===== config.mk =====
export PLATFORM = sky130hd
export DESIGN_NAME = audio_adc_rx
export DESIGN_NICKNAME = d
export VERILOG_FILES = /design/src/rtl/audio_pkg.sv /design/src/rtl/audio_rx_shifter.sv /design/src/rtl/audio_adc_rx.sv
export SDC_FILE = /design/constraint.sdc
export NUM_CORES = 1
export LEC_CHECK = 0
export BUFFER_PORTS_ARGS = -buffer_cell sky130_fd_sc_hd__buf_2
export CORE_MARGIN = 4
export CORE_UTILIZATION = 39
export CTS_BUF_LIST = sky130_fd_sc_hd__clkbuf_8
export DETAILED_ROUTE_END_ITERATION = 8
export PLACE_DENSITY = 0.6
export SYNTH_ARGS = -nofsm -noshare
export SYNTH_HDL_FRONTEND = slang
export SYNTH_SLANG_ARGS = --single-unit

===== constraint.sdc =====
create_clock -name AUD_BCLK -period 1.9 [get_ports AUD_BCLK]
set_input_delay 0.19 -clock AUD_BCLK [delete_from_list [all_inputs] [get_ports AUD_BCLK]]
set_output_delay 0.19 -clock AUD_BCLK [all_outputs]
set_load 0.005 [all_outputs]

===== src/rtl/audio_pkg.sv =====
// Shared types and helpers for the codec ADC receive path.
// Holds the receiver FSM state encoding, channel codes and the
// sign-extension helper used when a captured word is widened.
package audio_pkg;

  typedef enum logic [1:0] {
    IDLE  = 2'd0,
    DELAY = 2'd1,
    SHIFT = 2'd2,
    PAD   = 2'd3
  } state_t;

  localparam logic CH_LEFT  = 1'b0;
  localparam logic CH_RIGHT = 1'b1;

  // Widest output word the sign-extension helper can produce.
  localparam int SEXT_MAX_W = 64;

  // Replicate bit (sample_w-1) of word into every bit above it.
  function automatic logic [SEXT_MAX_W-1:0] sext(input logic [SEXT_MAX_W-1:0] word,
                                                 input int sample_w);
    logic [SEXT_MAX_W-1:0] r;
    logic [5:0]            msb;
    r   = word;
    msb = 6'(sample_w - 1);
    for (int i = 0; i < SEXT_MAX_W; i++) begin
      if (i >= sample_w) r[i] = word[msb];
    end
    return r;
  endfunction

endpackage


===== src/rtl/audio_rx_shifter.sv =====
// Serial-to-parallel shifter for one audio channel slot.
// Shifts AUD_ADCDAT in MSB first and counts captured bits. 'word' is the
// completed sample including the bit on dat this cycle, so it is valid on
// the edge where last_bit is high and a shift is taken.
module audio_rx_shifter
  import audio_pkg::*;
#(
  parameter int SAMPLE_W = 24
) (
  input  logic                AUD_BCLK,
  input  logic                rst,
  input  logic                clear,
  input  logic                shift,
  input  logic                dat,
  output logic [SAMPLE_W-1:0] word,
  output logic                last_bit
);

  localparam int CNT_W = $clog2(SAMPLE_W + 1);

  logic [SAMPLE_W-2:0] sr;
  logic [CNT_W-1:0]    bit_cnt;

  assign word     = {sr, dat};
  assign last_bit = (bit_cnt == CNT_W'(SAMPLE_W - 1));

  // Data shift register; clear together with shift loads the first bit.
  always_ff @(posedge AUD_BCLK) begin
    if (clear) begin
      sr <= shift ? {{(SAMPLE_W-2){1'b0}}, dat} : '0;
    end else if (shift) begin
      sr <= {sr[SAMPLE_W-3:0], dat};
    end
  end

  // Bit counter; counts the bits already held in sr.
  always_ff @(posedge AUD_BCLK or negedge rst) begin
    if (!rst) begin
      bit_cnt <= '0;
    end else if (clear) begin
      bit_cnt <= shift ? CNT_W'(1) : '0;
    end else if (shift) begin
      bit_cnt <= bit_cnt + CNT_W'(1);
    end
  end

endmodule


===== src/rtl/audio_adc_rx.sv =====
// Serial audio receiver for the codec ADC path (I2S or left-justified).
// Captures both LRCK channels, commits an atomic sign-extended stereo pair
// with a one-cycle valid pulse, and flags frames cut short by an early
// LRCK edge. Optional saturating error counter: AUDIO_ADC_RX_ERRCNT_EN.
module audio_adc_rx
  import audio_pkg::*;
#(
  parameter int SAMPLE_W  = 24,
  parameter int OUT_W     = 32,
  parameter int I2S_MODE  = 1,
  parameter int LEFT_LRCK = 0
) (
  input  logic             AUD_BCLK,
  input  logic             rst,
  input  logic             en,
  input  logic             AUD_ADCLRCK,
  input  logic             AUD_ADCDAT,
  output logic [OUT_W-1:0] left_data,
  output logic [OUT_W-1:0] right_data,
  output logic             valid,
  output logic             frame_err
`ifdef AUDIO_ADC_RX_ERRCNT_EN
  ,
  output logic [7:0]       err_count
`endif
);

  localparam logic LEFT_LVL = 1'(LEFT_LRCK);
  localparam bit   I2S      = (I2S_MODE != 0);

  state_t             state_q, state_d;
  logic               lrck_q, lrck_armed, edge_det, new_ch, chan_q;
  logic               clear, shift, start, trunc, commit;
  logic               left_ok, last_bit;
  logic [SAMPLE_W-1:0] word;
  logic [OUT_W-1:0]   word_ext, left_pend;

  // lrck_armed masks the first cycle after reset, when lrck_q has not yet
  // seen the pin and a spurious edge could otherwise be reported.
  assign edge_det = lrck_armed && (AUD_ADCLRCK != lrck_q);
  assign new_ch   = (AUD_ADCLRCK == LEFT_LVL) ? CH_LEFT : CH_RIGHT;
  assign word_ext = OUT_W'(sext(SEXT_MAX_W'(word), SAMPLE_W));

  audio_rx_shifter #(.SAMPLE_W(SAMPLE_W)) u_shifter (
    .AUD_BCLK (AUD_BCLK),
    .rst      (rst),
    .clear    (clear),
    .shift    (shift),
    .dat      (AUD_ADCDAT),
    .word     (word),
    .last_bit (last_bit)
  );

  // LRCK history for edge detection.
  always_ff @(posedge AUD_BCLK or negedge rst) begin
    if (!rst) begin
      lrck_q     <= 1'b0;
      lrck_armed <= 1'b0;
    end else begin
      lrck_q     <= AUD_ADCLRCK;
      lrck_armed <= 1'b1;
    end
  end

  // FSM state register.
  always_ff @(posedge AUD_BCLK or negedge rst) begin
    if (!rst) state_q <= IDLE;
    else      state_q <= state_d;
  end

  // Next state and shifter control. DELAY marks the I2S slot whose edge
  // bit was discarded; the bit taken on leaving DELAY is the MSB. An LRCK
  // edge before the LSB was taken truncates the slot and restarts capture.
  always_comb begin
    state_d = state_q;
    clear   = 1'b0;
    shift   = 1'b0;
    start   = 1'b0;
    trunc   = 1'b0;
    commit  = 1'b0;
    if (!en) begin
      state_d = IDLE;
      clear   = 1'b1;
    end else begin
      case (state_q)
        IDLE, PAD: start = edge_det;
        DELAY, SHIFT: begin
          if (edge_det) begin
            start = 1'b1;
            trunc = 1'b1;
          end else begin
            shift   = 1'b1;
            commit  = last_bit;
            state_d = last_bit ? PAD : SHIFT;
          end
        end
        default: state_d = IDLE;
      endcase
      if (start) begin
        clear = 1'b1;
        if (I2S) begin
          state_d = DELAY;
        end else begin
          shift   = 1'b1;
          state_d = SHIFT;
        end
      end
    end
  end

  // Channel of the slot currently being captured, latched at its edge.
  always_ff @(posedge AUD_BCLK or negedge rst) begin
    if (!rst)       chan_q <= CH_LEFT;
    else if (start) chan_q <= new_ch;
  end

  // Left pending slot, atomic stereo commit and pulse outputs.
  always_ff @(posedge AUD_BCLK or negedge rst) begin
    if (!rst) begin
      left_pend  <= '0;
      left_ok    <= 1'b0;
      left_data  <= '0;
      right_data <= '0;
      valid      <= 1'b0;
      frame_err  <= 1'b0;
    end else begin
      valid     <= 1'b0;
      frame_err <= trunc;
      if (!en || trunc) begin
        left_ok <= 1'b0;
      end else if (commit) begin
        if (chan_q == CH_LEFT) begin
          left_pend <= word_ext;
          left_ok   <= 1'b1;
        end else if (left_ok) begin
          left_data  <= left_pend;
          right_data <= word_ext;
          valid      <= 1'b1;
          left_ok    <= 1'b0;
        end
      end
    end
  end

`ifdef AUDIO_ADC_RX_ERRCNT_EN
  function automatic logic [7:0] sat_inc(input logic [7:0] c);
    return (c == 8'hFF) ? c : c + 8'd1;
  endfunction

  // Saturating count of truncated frames; cleared only by reset.
  always_ff @(posedge AUD_BCLK or negedge rst) begin
    if (!rst)       err_count <= 8'd0;
    else if (trunc) err_count <= sat_inc(err_count);
  end
`endif

endmodule


; Word-level counts from Yosys, hierarchy flattened
; Cells that the tools add are included.
[classes]
addsub = 1
n_eq_ne = 7
mux = 33
bitwise = 2
reduce_logical = 11
[ops]
columns = cell, count
row1 = $mux W23, 2
row2 = $mux W1, 24
row3 = $mux W5, 2
row4 = $mux W2, 4
row5 = $add A5 B1 Y5 const B, 1
row6 = $eq A5 B5 Y1 const B, 1
row7 = $eq A2 B2 Y1 const B, 2
row8 = $reduce_and A4 Y1, 1
row9 = $reduce_bool A2 Y1, 2
row10 = $reduce_or A2 Y1, 2
row11 = $ne A3 B1 Y1 const B, 1
row12 = $ne A3 B2 Y1 const B, 1
row13 = $reduce_and A3 Y1, 1
row14 = $eq A2 B1 Y1 const B, 1
row15 = $logic_not A2 Y1, 1
row16 = $not A1 Y1, 2
row17 = $pmux W1 S2, 1
row18 = $reduce_and A2 Y1, 1
row19 = $logic_and A1 B1 Y1, 1
row20 = $logic_not A1 Y1, 1
row21 = $logic_or A1 B1 Y1, 1
row22 = $ne A1 B1 Y1, 1
[word_totals]
reg_bits = 108
in_bits = 5
output_inout_bits = 66
elab_cells = 66

; Logic depth before layout (Yosys ltp)
; Gate-level depths: netlist (run 1).
[logic_depth]
word_depth = 8
mapped_depth = 6
ltp_nobuf = 4

; Cells and area by module
; Synthesis (run 1) repeated with hierarchy kept, for this count alone.
[hier_totals]
cells_unflattened = 269
hier_area_um2 = 4302.9
[modules_own_cells]
columns = mod, n_inst, cells_per_inst, area_per_inst_um2, seq_area_each_um2
row1 = audio_adc_rx, 1, 195, 3173.0, 2001.9
row2 = audio_rx_shifter, 1, 74, 1129.8, 815.8

; Least setup slack after synthesis (run 1)
; Ideal clock, no wire load.
[synth_timing]
path_kind = register to register
start = register state_q[1]
end = register left_data[10]
setup_time_ps = 125
arrival_time_ps = 1846
required_ps = 1775
setup_slack_ps = -71
path_stages_with_launch = 7
n_path_buf = 2
synth_period_minus_slack_ps = 1971
cell_sequence = dfrtp_1 -> xor2_2 -> nand4_2 -> or3_4 -> buf_6 -> buf_6 -> mux2_4
[synth_via]
elab_chain_len = 7
word_cells_on_any_way = 10
cone_classes = eq/ne (2) / mux (4) / bitwise (1) / reduce/logical (3)
[synth_lines]
columns = element, line
row1 = from (decl), audio_adc_rx.sv:31  ; state_t state_q, state_d;
row2 = from (signal assigned), audio_adc_rx.sv:68  ; else state_q <= state_d;
row3 = $eq A2 B1 Y1 / $eq A2 B2 Y1 (equally long branches), audio_adc_rx.sv:85  ; case (state_q)
row4 = $reduce_or A2 Y1 (*), audio_adc_rx.sv:85
row5 = $mux W1, audio_adc_rx.sv:85
row6 = $mux W1, audio_adc_rx.sv:81  ; if (!en) begin
row7 = $logic_or A1 B1 Y1, audio_adc_rx.sv:129  ; if (!en || trunc) begin
row8 = $not A1 Y1 (no source line), n/a
row9 = $reduce_and A4 Y1 (no source line) (*), n/a
row10 = to (signal assigned), audio_adc_rx.sv:136  ; left_data <= left_pend;
row11 = to (decl), audio_adc_rx.sv:18  ; output logic [OUT_W-1:0] left_data,
; Mark *: on every way between the ends. The rest lies on a longest branch, timed or not.
; A chain may end at the register's enable or synchronous reset.

; Final worst setup path (run 1)
[layout_timing]
start = register lrck_q
end = register right_data[0]
[layout_via]
elab_chain_len = 8
word_cells_on_any_way = 11
cone_classes = eq/ne (1) / mux (6) / bitwise (1) / reduce/logical (3)
[layout_lines]
columns = element, line
row1 = from (decl), audio_adc_rx.sv:32  ; logic lrck_q, lrck_armed, edge_det, new_ch, chan_q;
row2 = from (signal assigned), audio_adc_rx.sv:57  ; lrck_q <= 1'b0;
row3 = from (signal assigned), audio_adc_rx.sv:60  ; lrck_q <= AUD_ADCLRCK;
row4 = $ne A1 B1 Y1 (*), audio_adc_rx.sv:40  ; assign edge_det = lrck_armed && (AUD_ADCLRCK != lrck_q);
row5 = $logic_and A1 B1 Y1 (*), audio_adc_rx.sv:40
row6 = $mux W1, audio_adc_rx.sv:88  ; if (edge_det) begin
row7 = $mux W1, audio_adc_rx.sv:85
row8 = $mux W1, audio_adc_rx.sv:81
row9 = $logic_or A1 B1 Y1, audio_adc_rx.sv:129
row10 = $not A1 Y1 (no source line), n/a
row11 = $reduce_and A4 Y1 (no source line) (*), n/a
row12 = to (signal assigned), audio_adc_rx.sv:137  ; right_data <= word_ext;
row13 = to (decl), audio_adc_rx.sv:19  ; output logic [OUT_W-1:0] right_data,
; Marked as above.

==> metrics.log, run 1 <==
[metrics] result of the run: finished clean
[metrics] gate count after technology mapping: around 270
[metrics] required time at the worst-slack endpoint: between 2000 and 2500 ps
[metrics] final worst path period need: between 1500 and 2000 ps
[metrics] Die X: about 110 µm
[metrics] mapped cell area: 4300 µm²
[metrics] count of inserted antenna diode cells: 0
[metrics] vertical die dimension: between 100 and 150 µm
[metrics] top cell family by delay on the critical path: simple AND/OR/NAND/NOR gates
[metrics] biggest fanout along the worst timing path: 26
[metrics] number of max-capacitance violations reported: 0
[metrics] Die Area: ~13,000 µm²
[metrics] count of routing violations after the opening detailed-route iteration: 79
[metrics] YS warnings: 0
[metrics] total via count after detailed routing: around 2,200
[metrics] total detailed-routing wirelength: 7250 µm
[metrics] Register-to-Register Setup Slack: roughly 64 ps
[metrics] kind of end point of the critical path: flip-flop
[metrics] Min-Delay Path Class: primary input to flip-flop
[metrics] Worst Setup Start Kind: flip-flop
[metrics] Clock Sink Count: 108
[metrics] HPWL reported at the end of detailed placement: between 4000 and 5000 µm
[metrics] final setup violation count: 0
[metrics] number of top-level pins: 71
[metrics] Lkg Pwr: between 2 and 3 nW
[metrics] vias in the first global route: between 2,000 and 2,500
[metrics] Final GP Congestion: around 0.75
[metrics] period utilisation layout: 0.966
[metrics] CTS tree: done
[metrics] largest net degree at the start of global routing: 41
[metrics] starting density of the core: 0.398
[metrics] CP Class: flip-flop to flip-flop
[metrics] maximum level of the CTS H-tree: 3
[metrics] minimum setup slack in the final design: 63.9 ps
[metrics] actual slew at the worst max-slew pin: roughly 530 ps
[metrics] area delta synth->final: 17.2%
[metrics] total setup buffers inserted after CTS: 0
[metrics] unrepaired setup endpoints after global routing: no
[metrics] register bit total from synthesis: 108
[metrics] residual DRC count: 0
[metrics] worst setup timing slack at the placement stage: approximately 78 ps
[metrics] standard-cell rows: 38
[metrics] Bufs on Longest Clock Path: 2
[metrics] count of fill cells added during filler insertion: about 950
[metrics] headroom to the max-slew limit: 0.643
[metrics] router iterations before antenna repair: 4
[metrics] global-route total usage across every layer: 0.122
[metrics] worst path arrival time: 2100 ps
[metrics] Net Count, Synth: roughly 280
[metrics] cells along the critical path: xor2_1 > a21o_1 > or3_4 > buf_12 > mux2_4
[metrics] average routed wire per standard cell: 15.0 µm
[metrics] clk_lat worst skew: ~370 ps
[metrics] post-synthesis area per instance: approximately 16 µm²
[metrics] worst clock skew: approximately 8.6 ps
[metrics] Power per Cell Area: between 800 and 900 nW/µm²
[metrics] Buffers on Ports: 70
[metrics] hold violation count in the final report: 0
[metrics] total congestion overflow after global routing: 0
[metrics] clock transition at the registers of the reported paths: around 100 ps
[metrics] part of the Yosys area used for sequential elements: 0.655
[metrics] post-layout total power: between 4 and 5 mW
[metrics] post-layout net count: between 300 and 400
[metrics] Antenna Nets Post-Route: 0
[metrics] maximum clock frequency: 545 MHz
[metrics] wire length of the first global-routing pass: roughly 12,000 µm
[metrics] largest stage delay on the critical path: between 400 and 500 ps
[metrics] ratio of cells with drive above 1 in the final layout: 0.507
[metrics] placeable core area: between 10,000 and 15,000 µm²
[metrics] Yosys cell types: 30
[metrics] buffers plus inverters on the worst setup path: 1
[metrics] number of antenna violations at the first check in global routing: 0
[metrics] master of the slowest instance on the critical path: sky130_fd_sc_hd__or3_4
[metrics] root buffer cell: sky130_fd_sc_hd__clkbuf_8
[metrics] Slew Limit Fails: 0
[metrics] peak supply drop: between 0.3 and 0.4 mV
[metrics] Inserted Clock Buffers: 9
[metrics] vias per cell: 4.60
Yosys cell counts (all sizes together):
cell / number / area, µm²
or3: 2 / 17.5
a21o: 1 / 7.51
a31oi: 1 / 6.26
mux2i: 1 / 10.0
conb: 1 / 3.75
buf: 24 / 191
xnor2: 2 / 17.5
nor2: 7 / 26.3
ha: 1 / 12.5
nand4: 3 / 25.0
nor2b: 1 / 6.26
and2: 23 / 144
o21ai: 1 / 5.00
inv: 1 / 3.75
xor2: 5 / 51.3
clkbuf: 2 / 7.51
edfxtp: 23 / 691
nand2: 8 / 30.0
dfrtp: 85 / 2130
a21oi: 2 / 10.0
nor3: 1 / 5.00
nand3: 1 / 5.00
mux2: 73 / 897
metrics by stage:
step / instances / setup TNS, ps / hold slack, ps / area (µm²) / utilization
final: 483 / 0 / 80.3 / 5040 / 0.467
after global routing: 483 / 0 / 63.6 / 5040 / 0.467
after CTS: 483 / 0 / 49.7 / 5040 / 0.467
after detailed placement: 465 / 0 / 213 / 4770 / 0.442
after global placement: 465 / 0 / 200 / 4770 / 0.442
after floorplan: 269 / -480 / -106 / 4310 / -
power by group:
group / internal [mW] / switching [mW] / leakage (nW) / total [mW]
combinational: 0.0652 / 0.102 / 1.15 / 0.167
clock: 0.882 / 0.796 / 0.116 / 1.68
sequential: 2.46 / 0.0594 / 1.43 / 2.52
metal layers:
metal,up-vias,wire [µm],GRT usage
met2,51,3130,0.179
met1,1111,3610,0.171
met3,9,416,0.0465
met4,0,93,0.0361
li1,1050,-,-
met5,-,0,0
cells in the final DEF, fill, tap and decap left out, drive strengths merged, types with 2 or more instances in the layout:
cell type,synthesis,routed
dfrtp,85,85
buf,24,82
mux2,73,73
and2,23,23
edfxtp,23,23
clkbuf,2,9
nand2,8,8
nor2,7,7
xor2,5,5
bufinv,0,3
nand4,3,3
xnor2,2,2
clkinvlp,0,2
dlygate4sd3,0,2
inv,1,2
a21oi,2,2
or3,2,2
worst paths after layout:
kind,from,cells past startpoint,endpoint
setup / recovery,lrck_q,5,right_data[0]
hold / removal,en,3,left_ok
setup reg to reg,lrck_q,5,right_data[0]
hold reg to reg,left_pend[4],1,left_pend[4]
max in group asynchronous,rst,3,right_data[15]
min in group asynchronous,rst,2,left_data[23]
kinds of logic (layout without fill, tap and decap cells):
group,after synthesis,after routing,share of synthesized area
DFF,108,108,0.655
muxes,74,74,0.211
and+or+nand+nor,46,46,0.0602
buffers and inverters,27,101,0.0471
xor gates and xnor gates,7,7,0.0160
AOI/OAI and AO/OA,5,5,0.00669
adders and majority gates,1,1,0.00291
other,1,1,0.000872
worst register-to-register path: stages, from the launching register on:
cell                      delay [ps]
sky130_fd_sc_hd__dfrtp_1         380
sky130_fd_sc_hd__xor2_1          170
sky130_fd_sc_hd__a21o_1          240
sky130_fd_sc_hd__or3_4           440
sky130_fd_sc_hd__buf_12          180
sky130_fd_sc_hd__mux2_4          320
registers in the layout, summed over array words and instances (netlist names):
register and flops:
left_pend 24, state_q 2, lrck_q 1, lrck_armed 1
u_shifter.bit_cnt 5, frame_err 1, chan_q 1, valid 1
left_data 24, u_shifter.sr 23, left_ok 1, right_data 24
cell type report:
cell class | instances | area [µm²] | share of cell area
flip-flops and latches | 108 | 2820 | 0.559
multi-input cells | 134 | 1280 | 0.255
repair buffers | 84 | 513 | 0.102
well taps | 140 | 175 | 0.0347
clock buffers | 9 | 124 | 0.0246
clock inverters | 7 | 123 | 0.0243
inverters | 1 | 3.75 | 0.000745
what timing repair did:
item	in CTS	in global routing
setup endpoints to repair	0	1
resized for setup	0	1
hold buffers	2	0
endpoints found under the hold margin	39	0
Power figures use the tool's default switching activity.
==> run 2: changes to the inputs <==
- PLACE_DENSITY: 0.6 -> 0.58
- clock period: 1.9 -> 1.7 ns (I/O delays scaled with it)
==> metrics.log, run 2 (synthesis results as in run 1) <==
[metrics] result of the run: finished with violations (was finished clean)
[metrics] violations in the final reports: negative setup slack
[metrics] hold violation count in the final report: 0 (unchanged)
[metrics] number of max-capacitance violations reported: 0 (unchanged)
[metrics] peak supply drop: 0.686 mV (was 0.329 mV)
[metrics] required time at the worst-slack endpoint: 1950 ps (was 2160 ps)
[metrics] global-route total usage across every layer: 0.130 (was 0.122)
[metrics] master of the slowest instance on the critical path: sky130_fd_sc_hd__or3_4 (unchanged)
[metrics] startpoint of the most critical hold path: AUD_ADCDAT (was en)
[metrics] clk_lat worst skew: 370 ps (about the same)
[metrics] total detailed-routing wirelength: 7730 µm (was 7250 µm)
[metrics] launch point of the worst reg-to-reg path: lrck_q (unchanged)
[metrics] total via count after detailed routing: 2,324 (was 2,221)
[metrics] Final GP Congestion: 0.781 (was 0.754)
[metrics] biggest fanout along the worst timing path: 21 (was 26)
[metrics] Power per Cell Area: 931 nW/µm² (was 866 nW/µm²)
[metrics] most frequent standard cell in the layout excluding fill and tap cells: sky130_fd_sc_hd__dfrtp_1 (unchanged)
[metrics] Bufs on Longest Clock Path: 2 (unchanged)
[metrics] residual DRC count: 0 (unchanged)
[metrics] vias in the first global route: 2,445 (was 2,328)
[metrics] final worst path period need: 1810 ps (was 1840 ps)
[metrics] kind of end point of the critical path: flip-flop (unchanged)
[metrics] Min-Delay Path Class: primary input to flip-flop (unchanged)
[metrics] clock transition at the registers of the reported paths: 100 ps (about the same)
[metrics] Finished Cell Area: 5230 µm² (was 5040 µm²)
[metrics] Worst Reg-to-Reg Cells: 5 (unchanged)
[metrics] Worst Setup Start Kind: flip-flop (unchanged)
[metrics] worst path arrival time: 2060 ps (was 2100 ps)
[metrics] Clock Sink Count: 108 (unchanged)
[metrics] worst clock skew: 10.6 ps (was 8.62 ps)
[metrics] router iterations before antenna repair: 4 (unchanged)
[metrics] unrepaired setup endpoints after global routing: yes (was no)
[metrics] vertical die dimension: 113 µm (unchanged)
[metrics] endpoint of the worst-slack reg-to-reg timing path: left_data[20] (was right_data[0])
[metrics] post-layout total power: 4.87 mW (was 4.36 mW)
[metrics] most frequent cells in the layout: 85 x sky130_fd_sc_hd__dfrtp_1, 69 x sky130_fd_sc_hd__buf_2, 51 x sky130_fd_sc_hd__mux2_2 (was 84 x sky130_fd_sc_hd__dfrtp_1, 69 x sky130_fd_sc_hd__buf_2, 51 x sky130_fd_sc_hd__mux2_2)
[metrics] final setup violation count: 72 (was 0)
[metrics] fin util: 0.484 (was 0.467)
[metrics] period utilisation layout: 1.06 (was 0.966)
[metrics] HPWL reported at the end of detailed placement: 4810 µm (was 4890 µm)
[metrics] Inserted Clock Buffers: 9 (unchanged)
[metrics] average routed wire per standard cell: 15.6 µm (was 15.0 µm)
[metrics] vias per cell: 4.69 (was 4.60)
[metrics] Lkg Pwr: 2.81 nW (was 2.69 nW)
[metrics] cells along the critical path: xor2_1 > a21o_1 > or3_4 > buf_12 > mux2_4 (unchanged)
[metrics] buffers plus inverters on the worst setup path: 1 (unchanged)
[metrics] Register-to-Register Setup Slack: -110 ps (was 60 ps)
[metrics] hold slack: 70.7 ps (was 80.3 ps)
[metrics] standard-cell rows: 38 (unchanged)
[metrics] top cell family by delay on the critical path: simple AND/OR/NAND/NOR gates (unchanged)
[metrics] minimum setup slack in the final design: -109 ps (was 63.9 ps)
[metrics] WHS Endpoint: right_data[0] (was left_ok)
[metrics] Buffers on Ports: 70 (unchanged)
[metrics] maximum level of the CTS H-tree: 3 (unchanged)
[metrics] number of antenna violations at the first check in global routing: 0 (unchanged)
[metrics] Hold Crit Depth: 2 (was 3)
[metrics] post-layout net count: 357 (was 344)
[metrics] total congestion overflow after global routing: 0 (unchanged)
[metrics] Post-DP Area: 4850 µm² (was 4770 µm²)
[metrics] setup TNS: -4500 ps (was 0 ps)
[metrics] Die X: 113 µm (unchanged)
[metrics] starting density of the core: 0.398 (unchanged)
[metrics] largest stage delay on the critical path: 440 ps (was 430 ps)
[metrics] CTS tree: done (unchanged)
[metrics] leading registers by flop count: left_data x24, left_pend x24, right_data x24 (unchanged)
[metrics] Antenna Nets Post-Route: 0 (unchanged)
[metrics] root buffer cell: sky130_fd_sc_hd__clkbuf_8 (unchanged)
[metrics] area delta synth->final: 21.5% (was 17.2%)
[metrics] WP depth: 5 (unchanged)
[metrics] CP Class: flip-flop to flip-flop (unchanged)
[metrics] count of routing violations after the opening detailed-route iteration: 97 (was 79)
[metrics] number of top-level pins: 71 (unchanged)
[metrics] ratio of cells with drive above 1 in the final layout: 0.531 (was 0.507)
[metrics] Slew Limit Fails: 0 (unchanged)
[metrics] largest net degree at the start of global routing: 86 (was 41)
[metrics] count of inserted antenna diode cells: 0 (unchanged)
[metrics] placeable core area: 10,800 µm² (unchanged)
[metrics] maximum clock frequency: 553 MHz (was 545 MHz)
[metrics] wire length of the first global-routing pass: 12,900 µm (was 12,300 µm)
[metrics] Die Area: 12,800 µm² (unchanged)
## run 2: cell count changes in the layout (fill, tap and decap cells not counted), sizes merged
| cell | change |
|---|---|
| clkinvlp | -2 |
| buf | +12 |
| inv | +2 |
| clkbuf | +1 |
## run 2: what timing repair did
action	CTS	global route
endpoints found under the setup margin	72	73
hold endpoints to repair	86	0
setup buffers	2	0
cloned	2	1
hold buffers	2	0
pin swaps	2	0
resized for setup	6	2
## run 2: worst reg2reg max path: stages, from the launching register on
cell and delay, ps:
sky130_fd_sc_hd__dfrtp_1 390, sky130_fd_sc_hd__xor2_1 180, sky130_fd_sc_hd__a21o_1 190, sky130_fd_sc_hd__or3_4 440
sky130_fd_sc_hd__buf_12 200, sky130_fd_sc_hd__mux2_4 310
## run 2: worst max-delay path by stage
stage	start	to	slack, ps
after floorplan	state_q[0]	left_data[10]	-220
after global placement	lrck_q	left_data[12]	-70
after detailed placement	lrck_q	right_data[1]	-100
after CTS	state_q[0]	right_data[0]	-110
after global routing	state_q[0]	right_data[0]	-170
final	lrck_q	left_data[20]	-110
## run 2: power breakdown
part	switching (mW)	internal [mW]	leakage, nW
Sequential	0.0656	2.75	1.43
Combinational	0.123	0.0930	1.26
Clock	0.859	0.977	0.126
## run 2: area by class of cell
type / instances / area, µm²
tap: 140 / 175
inverter: 1 / 3.75
fill: 958 / 5570
multi-input combinational: 134 / 1300
clock inverter: 7 / 115
sequential: 108 / 2820
timing repair buffer: 97 / 688
clock buffer: 9 / 124
## run 2: per-stage QoR
step                      setup slack (ps)  cells
after floorplan                       -224    269
after global placement               -71.7    473
after detailed placement             -95.4    473
after CTS                             -112    495
after global routing                  -174    496
final                                 -109    496
## run 2: per-layer routing
layer / vias up / track usage / share of wire
met1: 1186 / 0.178 / 0.48
li1: 1080 / - / -
met4: 0 / 0.0337 / 0.0088
met2: 53 / 0.196 / 0.46
met3: 5 / 0.0492 / 0.053
met5: - / 0 / 0
==> run 3: changes to the inputs <==
- MAX_ROUTING_LAYER: not set -> met4
- PLACE_DENSITY: 0.58 -> not set
==> metrics.log, run 3 (synthesis results as in run 1) <==
[metrics] result of the run: finished with violations (unchanged)
[metrics] violations in the final reports: negative setup slack (unchanged)
[metrics] setup TNS: -2840 ps (was -4500 ps)
[metrics] Die Area: 12,800 µm² (unchanged)
[metrics] global-route total usage across every layer: 0.127 (was 0.130)
[metrics] average routed wire per standard cell: 15.3 µm (was 15.6 µm)
[metrics] top cell family by delay on the critical path: simple AND/OR/NAND/NOR gates (unchanged)
[metrics] unrepaired setup endpoints after global routing: yes (unchanged)
[metrics] kind of end point of the critical path: flip-flop (unchanged)
[metrics] clock transition at the registers of the reported paths: 90 ps (was 100 ps)
[metrics] starting density of the core: 0.398 (unchanged)
[metrics] largest stage delay on the critical path: 420 ps (was 440 ps)
[metrics] Final GP Congestion: 0.752 (was 0.781)
[metrics] leading registers by flop count: left_data x24, left_pend x24, right_data x24 (unchanged)
[metrics] peak supply drop: 0.492 mV (was 0.686 mV)
[metrics] count of fill cells added during filler insertion: 935 (was 958)
[metrics] Antenna Nets Post-Route: 0 (unchanged)
[metrics] residual DRC count: 0 (unchanged)
[metrics] vias in the first global route: 2,367 (was 2,445)
[metrics] most frequent cells in the layout: 85 x sky130_fd_sc_hd__dfrtp_1, 69 x sky130_fd_sc_hd__buf_2, 51 x sky130_fd_sc_hd__mux2_2 (unchanged)
[metrics] CP Class: flip-flop to flip-flop (unchanged)
[metrics] worst path arrival time: 2020 ps (was 2060 ps)
[metrics] vias per cell: 4.66 (was 4.69)
[metrics] final setup violation count: 71 (was 72)
[metrics] biggest fanout along the worst timing path: 16 (was 21)
[metrics] Power per Cell Area: 875 nW/µm² (was 931 nW/µm²)
[metrics] root buffer cell: sky130_fd_sc_hd__clkbuf_8 (unchanged)
[metrics] Min-Delay Path Class: primary input to flip-flop (unchanged)
[metrics] clk_lat worst skew: 360 ps (was 370 ps)
[metrics] count of inserted antenna diode cells: 0 (unchanged)
[metrics] number of top-level pins: 71 (unchanged)
[metrics] buffers plus inverters on the worst setup path: 1 (unchanged)
[metrics] maximum level of the CTS H-tree: 3 (unchanged)
[metrics] HPWL reported at the end of detailed placement: 5130 µm (was 4810 µm)
[metrics] Bufs on Longest Clock Path: 2 (unchanged)
[metrics] minimum setup slack in the final design: -81.8 ps (was -109 ps)
[metrics] placeable core area: 10,800 µm² (unchanged)
[metrics] vertical die dimension: 113 µm (unchanged)
[metrics] area delta synth->final: 19.3% (was 21.5%)
[metrics] hold violation count in the final report: 0 (unchanged)
[metrics] worst clock skew: 16.3 ps (was 10.6 ps)
[metrics] count of routing violations after the opening detailed-route iteration: 101 (was 97)
[metrics] total congestion overflow after global routing: 0 (unchanged)
[metrics] Clock Sink Count: 108 (unchanged)
[metrics] number of antenna violations at the first check in global routing: 0 (unchanged)
[metrics] wire length of the first global-routing pass: 12,500 µm (was 12,900 µm)
[metrics] required time at the worst-slack endpoint: 1940 ps (was 1950 ps)
[metrics] CTS tree: done (unchanged)
[metrics] maximum clock frequency: 561 MHz (was 553 MHz)
[metrics] Buffers on Ports: 70 (unchanged)
[metrics] master of the slowest instance on the critical path: sky130_fd_sc_hd__or3_4 (unchanged)
[metrics] number of max-capacitance violations reported: 0 (unchanged)
[metrics] hold slack: 80.5 ps (was 70.7 ps)
[metrics] Slew Limit Fails: 0 (unchanged)
[metrics] total via count after detailed routing: 2,302 (was 2,324)
[metrics] ratio of cells with drive above 1 in the final layout: 0.528 (was 0.531)
[metrics] Inserted Clock Buffers: 9 (unchanged)
[metrics] cells along the critical path: xor2_1 > a21o_1 > or3_4 > buf_12 > mux2_4 (unchanged)
[metrics] Die X: 113 µm (unchanged)
[metrics] standard-cell rows: 38 (unchanged)
[metrics] period utilisation layout: 1.05 (was 1.06)
[metrics] most frequent standard cell in the layout excluding fill and tap cells: sky130_fd_sc_hd__dfrtp_1 (unchanged)
[metrics] Worst Setup Start Kind: flip-flop (unchanged)
[metrics] post-layout net count: 355 (was 357)
[metrics] router iterations before antenna repair: 4 (unchanged)
[metrics] final worst path period need: 1780 ps (was 1810 ps)
[metrics] total detailed-routing wirelength: 7550 µm (was 7730 µm)
[metrics] Lkg Pwr: 2.76 nW (was 2.81 nW)
[metrics] largest net degree at the start of global routing: 39 (was 86)
run 3: area by class of cell:
class / count / area [µm²] / area share
clock inverter: 5 / 36.3 / 0.00707
sequential: 108 / 2820 / 0.549
multi-input combinational: 134 / 1300 / 0.253
timing repair buffer: 95 / 646 / 0.126
clock buffer: 11 / 151 / 0.0295
inverter: 1 / 3.75 / 0.000732
tap: 140 / 175 / 0.0342
run 3: worst reg2reg max path, stage by stage (launching register included):
cell	delay [ps]
sky130_fd_sc_hd__dfrtp_1	380
sky130_fd_sc_hd__xor2_1	170
sky130_fd_sc_hd__a21o_1	210
sky130_fd_sc_hd__or3_4	420
sky130_fd_sc_hd__buf_12	180
sky130_fd_sc_hd__mux2_4	300
run 3: through the flow:
| stage | instances | worst slack (ps) | power [mW] | cell area [µm²] | util |
|---|---|---|---|---|---|
| after floorplan | 269 | -224 | 2.93 | 4320 | - |
| after global placement | 474 | -66.3 | 3.08 | 4870 | 0.451 |
| after detailed placement | 474 | -86.6 | 3.08 | 4870 | 0.451 |
| after CTS | 492 | -85.6 | 4.55 | 5090 | 0.471 |
| after global routing | 494 | -130 | 4.71 | 5130 | 0.475 |
| final | 494 | -81.8 | 4.49 | 5130 | 0.475 |
run 3: power breakdown:
part	internal, mW	switching, mW	total (mW)
clock network	0.617	0.844	1.46
logic	0.0901	0.123	0.214
registers	2.75	0.0632	2.81
total	3.46	1.03	4.49
run 3: per-layer routing:
layer / up-vias / part of all wire / GRT usage
met5: - / 0 / -
met3: 9 / 0.046 / 0.0310
met4: 0 / 0.011 / 0.0369
li1: 1073 / - / -
met1: 1162 / 0.49 / 0.175
met2: 58 / 0.45 / 0.188
run 3: path summary, 6_finish.rpt:
path / start / end / slack [ps] / cells after the start
setup / recovery: lrck_q / left_data[17] / -80 / 5
max in group asynchronous: rst / left_data[17] / 820 / 3
hold reg to reg: left_pend[9] / left_data[9] / 510 / 1
setup reg to reg: lrck_q / left_data[17] / -80 / 5
min in group asynchronous: rst / left_data[5] / 300 / 2
hold / removal: AUD_ADCDAT / right_data[0] / 80 / 2
run 3: what timing repair did:
| action | 4_1_cts | 5_1_grt |
|---|---|---|
| hold buffers | 2 | 0 |
| endpoints found under the hold margin | 35 | 0 |
| cloned | 0 | 2 |
| endpoints found under the setup margin | 72 | 71 |
| setup buffers | 0 | 0 |
| pin swaps | 1 | 1 |
| gates resized for setup | 2 | 1 |
